<file path="src/rtl/trig_event_pkg.sv">
// Shared types and constants for the L1 trigger event builder.
package trig_event_pkg;

  localparam int TIME_BITS_DEF = 32;
  localparam int NBEAMS_DEF    = 2;
  localparam int DROP_BITS     = 16;

  // One queued event at the default widths: first-hit time above the merged beam mask.
  typedef struct packed {
    logic [TIME_BITS_DEF-1:0] tstamp;
    logic [NBEAMS_DEF-1:0]    mask;
  } trig_event_t;

  // Event builder FSM encoding.
  typedef enum logic [1:0] {
    IDLE   = 2'd0,
    GATHER = 2'd1,
    PUSH   = 2'd2
  } evt_state_e;

endpackage

</file>
<file path="src/rtl/trig_event_fifo.sv">
// First-word-fall-through event queue; all event storage lives here.
module trig_event_fifo
  import trig_event_pkg::*;
#(
  parameter int WIDTH = TIME_BITS_DEF + NBEAMS_DEF,
  parameter int DEPTH = 16
) (
  input  logic                   aclk,
  input  logic                   reset_i,
  input  logic                   push,
  input  logic                   pop,
  input  logic [WIDTH-1:0]       din,
  output logic [WIDTH-1:0]       dout,
  output logic                   full,
  output logic                   empty,
  output logic [$clog2(DEPTH):0] count
);

  localparam int AW = $clog2(DEPTH);

  logic [WIDTH-1:0] mem [DEPTH];
  logic [AW-1:0]    wr_ptr;
  logic [AW-1:0]    rd_ptr;
  logic             do_push;
  logic             do_pop;

  // A pop in the same cycle frees a slot, so a push into a full queue is still taken.
  assign do_pop  = pop && !empty;
  assign do_push = push && (!full || do_pop);

  assign empty = (count == '0);
  assign full  = (count == (AW+1)'(DEPTH));

  // Head word is shown as zero while the queue is empty so a flushed queue reads clean.
  assign dout = empty ? '0 : mem[rd_ptr];

  // Pointer and occupancy bookkeeping; reset flushes the queue.
  always_ff @(posedge aclk) begin
    if (reset_i) begin
      wr_ptr <= '0;
      rd_ptr <= '0;
      count  <= '0;
    end else begin
      if (do_push) wr_ptr <= wr_ptr + 1'b1;
      if (do_pop)  rd_ptr <= rd_ptr + 1'b1;
      case ({do_push, do_pop})
        2'b10:   count <= count + 1'b1;
        2'b01:   count <= count - 1'b1;
        default: count <= count;
      endcase
    end
  end

  // Storage write; contents need no reset because empty masks the head word.
  always_ff @(posedge aclk) begin
    if (do_push) mem[wr_ptr] <= din;
  end

endmodule

</file>
<file path="src/rtl/l1_trigger_event_builder.sv">
// Merges beam trigger hits inside a fixed coincidence window into queued events.
module l1_trigger_event_builder
  import trig_event_pkg::*;
#(
  parameter int NBEAMS        = 2,
  parameter int WINDOW_CLOCKS = 8,
  parameter int FIFO_DEPTH    = 16,
  parameter int TIME_BITS     = 32
) (
  input  logic                          aclk,
  input  logic                          reset_i,
  input  logic [NBEAMS-1:0]             trig_i,
  input  logic                          enable_i,
  output logic [TIME_BITS+NBEAMS-1:0]   evt_tdata_o,
  output logic                          evt_tvalid_o,
  input  logic                          evt_tready_i,
  output logic [$clog2(FIFO_DEPTH):0]   fifo_count_o,
  output logic [DROP_BITS-1:0]          drop_count_o,
  output logic [TIME_BITS-1:0]          timestamp_o
);

  localparam int                 CNT_BITS = $clog2(WINDOW_CLOCKS);
  localparam logic [CNT_BITS-1:0] CNT_LOAD = CNT_BITS'(WINDOW_CLOCKS - 1);
  localparam logic [CNT_BITS-1:0] CNT_LAST = CNT_BITS'(1);

  localparam logic [1:0] ST_IDLE   = IDLE;
  localparam logic [1:0] ST_GATHER = GATHER;
  localparam logic [1:0] ST_PUSH   = PUSH;

  logic [1:0]           state;
  logic [TIME_BITS-1:0] ts;
  logic [TIME_BITS-1:0] evt_time;
  logic [NBEAMS-1:0]    evt_mask;
  logic [CNT_BITS-1:0]  cnt;
  logic                 start_evt;
  logic                 fifo_full;
  logic                 fifo_empty;
  logic                 fifo_pop;
  logic                 fifo_push;

  assign start_evt    = enable_i && (|trig_i);
  assign evt_tvalid_o = !fifo_empty;
  assign fifo_pop     = evt_tvalid_o && evt_tready_i;
  assign fifo_push    = (state == ST_PUSH) && (!fifo_full || fifo_pop);
  assign timestamp_o  = ts;

  // Free-running timestamp, wraps naturally at its width.
  always_ff @(posedge aclk) begin
    if (reset_i) ts <= '0;
    else         ts <= ts + 1'b1;
  end

  // Event FSM: open on a hit, OR in hits for the window, then hand off in PUSH.
  always_ff @(posedge aclk) begin
    if (reset_i) begin
      state    <= ST_IDLE;
      evt_time <= '0;
      evt_mask <= '0;
      cnt      <= '0;
    end else begin
      case (state)
        ST_IDLE: begin
          if (start_evt) begin
            evt_time <= ts;
            evt_mask <= trig_i;
            cnt      <= CNT_LOAD;
            state    <= ST_GATHER;
          end
        end
        ST_GATHER: begin
          evt_mask <= evt_mask | trig_i;
          cnt      <= cnt - 1'b1;
          if (cnt == CNT_LAST) state <= ST_PUSH;
        end
        ST_PUSH: begin
          if (start_evt) begin
            evt_time <= ts;
            evt_mask <= trig_i;
            cnt      <= CNT_LOAD;
            state    <= ST_GATHER;
          end else begin
            state <= ST_IDLE;
          end
        end
        default: state <= ST_IDLE;
      endcase
    end
  end

  // Count events that found the queue full, holding at the maximum.
  always_ff @(posedge aclk) begin
    if (reset_i) begin
      drop_count_o <= '0;
    end else if ((state == ST_PUSH) && !fifo_push && (drop_count_o != '1)) begin
      drop_count_o <= drop_count_o + 1'b1;
    end
  end

  trig_event_fifo #(
    .WIDTH (TIME_BITS + NBEAMS),
    .DEPTH (FIFO_DEPTH)
  ) u_fifo (
    .aclk    (aclk),
    .reset_i (reset_i),
    .push    (fifo_push),
    .pop     (fifo_pop),
    .din     ({evt_time, evt_mask}),
    .dout    (evt_tdata_o),
    .full    (fifo_full),
    .empty   (fifo_empty),
    .count   (fifo_count_o)
  );

endmodule
</file>
<file path="config.mk">
export PLATFORM = sky130hd
export DESIGN_NAME = l1_trigger_event_builder
export DESIGN_NICKNAME = d
export VERILOG_FILES = /design/src/rtl/trig_event_pkg.sv /design/src/rtl/trig_event_fifo.sv /design/src/rtl/l1_trigger_event_builder.sv
export SDC_FILE = /design/constraint.sdc
export NUM_CORES = 1
export LEC_CHECK = 0
export CAP_MARGIN = 20
export CORE_UTILIZATION = 50
export DETAILED_ROUTE_END_ITERATION = 7
export PLACE_DENSITY = 0.67
export SLEW_MARGIN = 20
export SYNTH_ARGS = -nofsm -noshare
export SYNTH_HDL_FRONTEND = slang
export SYNTH_SLANG_ARGS = --single-unit
</file>
<file path="constraint.sdc">
create_clock -name aclk -period 6 [get_ports aclk]
set_input_delay 1.2 -clock aclk [delete_from_list [all_inputs] [get_ports aclk]]
set_output_delay 1.2 -clock aclk [all_outputs]
set_load 0.01 [all_outputs]
</file>
==> flow_summary.ini <==
[sta]
finalClockSkew_ps = 18.8
tightest_slew_ps = 1040
fin_ws_ps = 1240
fin_crit_sh_pct = 79.4
min_period_ps = 4760
slew_viol_final = 0
hold_violations = 0
clock.fmax_mhz = 210
rsz0062_at_grt = no
max-slew-margin-rel_pct = 30.5
tns_ps = 0
setup_viol = 0

[global_routing]
grt_antenna_before_repair = 0
grt_usage_pct = 21.8
gr-total-overflow = 0
grt_max_degree = 106
grt_pass1_wl_um = 81200
grt_pass1_vias = 12800

[worst_hold_path]
min_path_type = flop to flop

[power]
power_density_nw_per_um2 = 299
power_leakage_uw = 0.00943
ir_drop_mv = 0.232

[layout]
syn_to_final_growth_pct = 15.8
final_cells = 2202
num_antenna_cells = 0
multiInputGateArea_um2 = 6390
fillers = 3623
fin_util_pct = 59.0
final-seq-area_um2 = 18400
drive_gt1_share_pct = 18.6
nets = 1510

[floorplanning]
fp-row-count = 81
core_um2 = 49200
die_y_um = 226
start_util_pct = 50.9
chipWidth_um = 226
ios = 94
die_area_um2 = 51000

[setup_path]
critPathMaxStageDelay_ps = 990
crit_slowest_cell = dfxtp_4
critPathCaptureType = output port
crit_required_ps = 4800
critPathKind = flop to output port
crit_arrival_ps = 3560
cp_max_fo = 43
cp_cell_sequence = buf_4 > mux4_2 > mux2i_1 > o22ai_1 > clkdlybuf4s50_1
cp-start-kind = flop

[place]
dp.cells = 2089
io_buffers = 93
post-place-ws_ps = 1660
place_hpwl_um = 33100
gp_congestion = 0.773

[detailed_routing]
postRouteAntennaNets = 0
viasPerCell = 5.86
initialDrtViolationCount = 949
finalWirelength_um = 54000
vias = 12900
wl_per_cell_um = 24.5
drc_errors = 0
dr.pass1.iters = 5

[clocking]
clkTransAtPathRegs_ps = 60
clockBufferDepth = 3
clock_latency_ps = 610
numCtsBuffers = 60
cts_tree = done
cts.sinks = 648
post_cts_buffers = 0
ctsHtreeMaxLevel = 2
cts_resized = 0
root_buffer = clkbuf_16
cts_hold_buf = 0

[synthesis]
synth_cell_type_count = 51
yosysWarnings = 0
ys_ff_latch = 648
synth_seq_area_share_pct = 73.6
syn_area_um2 = 25000
syn_nets = 1391
avgSynthCellArea_um2 = 18.2
synthCells = 1372

[outcome]
status = complete, no violations

[flow_run]
maxCapViolCount = 0
[area by class of cell]
type | instances | area share (%)
flip-flops and latches | 648 | 63.6
multi-input cells | 637 | 22.0
clock buffers | 84 | 5.85
repair buffers | 129 | 4.85
well taps | 664 | 2.87
clock inverters | 25 | 0.617
inverters | 15 | 0.194
[layer usage]
layer | vias up | GRT usage, % | routed length, um
li1 | 5670 | - | -
met1 | 6653 | 32.4 | 23700
met2 | 511 | 32.8 | 24700
met3 | 66 | 5.26 | 4660
met4 | 0 | 5.20 | 1000
met5 | - | 0 | 0
[final timing paths]
| check | start | endpoint | slack [ps] | cells past startpoint |
|---|---|---|---|---|
| worst max-delay path | flop | evt_tdata_o[8] | 1240 | 5 |
| worst min-delay path | timestamp_o[31]$_SDFF_PP0_ | evt_time[31]$_SDFFE_PP0P_ | 520 | 2 |
| worst max register to register | u_fifo.count[1]$_SDFFE_PP0P_ | u_fifo.mem[11][27]$_DFFE_PP_ | 2780 | 5 |
| worst min register to register | timestamp_o[31]$_SDFF_PP0_ | evt_time[31]$_SDFFE_PP0P_ | 520 | 2 |
[through the flow]
step | power [uW] | hold WS (ps) | area [um2]
2_1_floorplan | 5070 | 485 | 25000
3_3_place_gp | 5140 | 482 | 26900
3_5_place_dp | 5140 | 491 | 27000
4_1_cts | 8730 | 516 | 28900
5_1_grt | 8920 | 543 | 29000
6_report | 8660 | 516 | 29000
[registers in the layout, indices dropped and copies added, names as in the netlist, named ones only]
signal         flops
u_fifo.mem       544
u_fifo.wr_ptr      4
timestamp_o       32
evt_time          32
state              2
u_fifo.rd_ptr      4
u_fifo.count       5
cnt                3
evt_mask           2
drop_count_o      16
[report_power, final]
group | switching (uW) | internal, uW | total, uW
Combinational | 99.4 | 87.9 | 187
Sequential | 26.1 | 4830 | 4850
Clock | 1580 | 2040 | 3620
Total | 1710 | 6960 | 8660
[placed cells by master (no fill, tap or decap), drive strengths merged, types with 13 or more instances in the layout]
cell | Yosys | layout
clkinv | 0 | 20
nor2 | 78 | 78
buf | 26 | 37
ha | 13 | 13
nor3 | 19 | 19
inv | 15 | 16
mux4 | 136 | 136
xnor2 | 32 | 32
o22ai | 35 | 35
dfxtp | 104 | 104
mux2i | 71 | 71
clkbuf | 46 | 84
nand3 | 16 | 16
clkdlybuf4s50 | 0 | 92
xor2 | 20 | 20
a21oi | 47 | 47
nand2 | 94 | 94
edfxtp | 544 | 544
nand4 | 14 | 14
[cells in the mapped netlist, drive strengths merged]
master	count	share of area, %
edfxtp	544	65
mux4	136	12
dfxtp	104	8.3
nand2	94	1.4
nor2	78	1.2
mux2i	71	2.8
a21oi	47	0.94
clkbuf	46	0.69
o22ai	35	0.87
xnor2	32	1.1
buf	26	0.48
xor2	20	0.70
nor3	19	0.40
nand3	16	0.34
inv	15	0.22
nand4	14	0.35
ha	13	0.65
and2	7	0.17
and4	7	0.25
nor4	7	0.23
nand2b	5	0.12
a211oi	4	0.12
o21ai	4	0.080
or3	4	0.12
a2111oi	3	0.18
a21o	3	0.095
a22oi	3	0.090
and3	2	0.050
mux2	2	0.090
nor2b	2	0.050
a211o	1	0.035
a221oi	1	0.035
a311oi	1	0.060
and4bb	1	0.050
nor3b	1	0.030
nor4b	1	0.035
o211a	1	0.040
o211ai	1	0.030
or4	1	0.030
[kinds of logic (layout without fill, tap and decap cells)]
kind of cell    Yosys count  count (layout)  synth area share [%]
flops                   648             648                  73.6
simple gates            259             259                  4.83
mux                     209             209                  15.2
compound gates          104             104                  2.58
buf+inv                  87             253                  1.39
xor+xnor                 52              52                  1.82
fa+ha+maj                13              13                 0.650
[critical path, delay by kind of cell (launching register included)]
family,cells,cell delay (ps)
compound gates,1,140
flops,1,990
buf+inv,2,910
mux,2,840
Power figures use the tool's default switching activity.
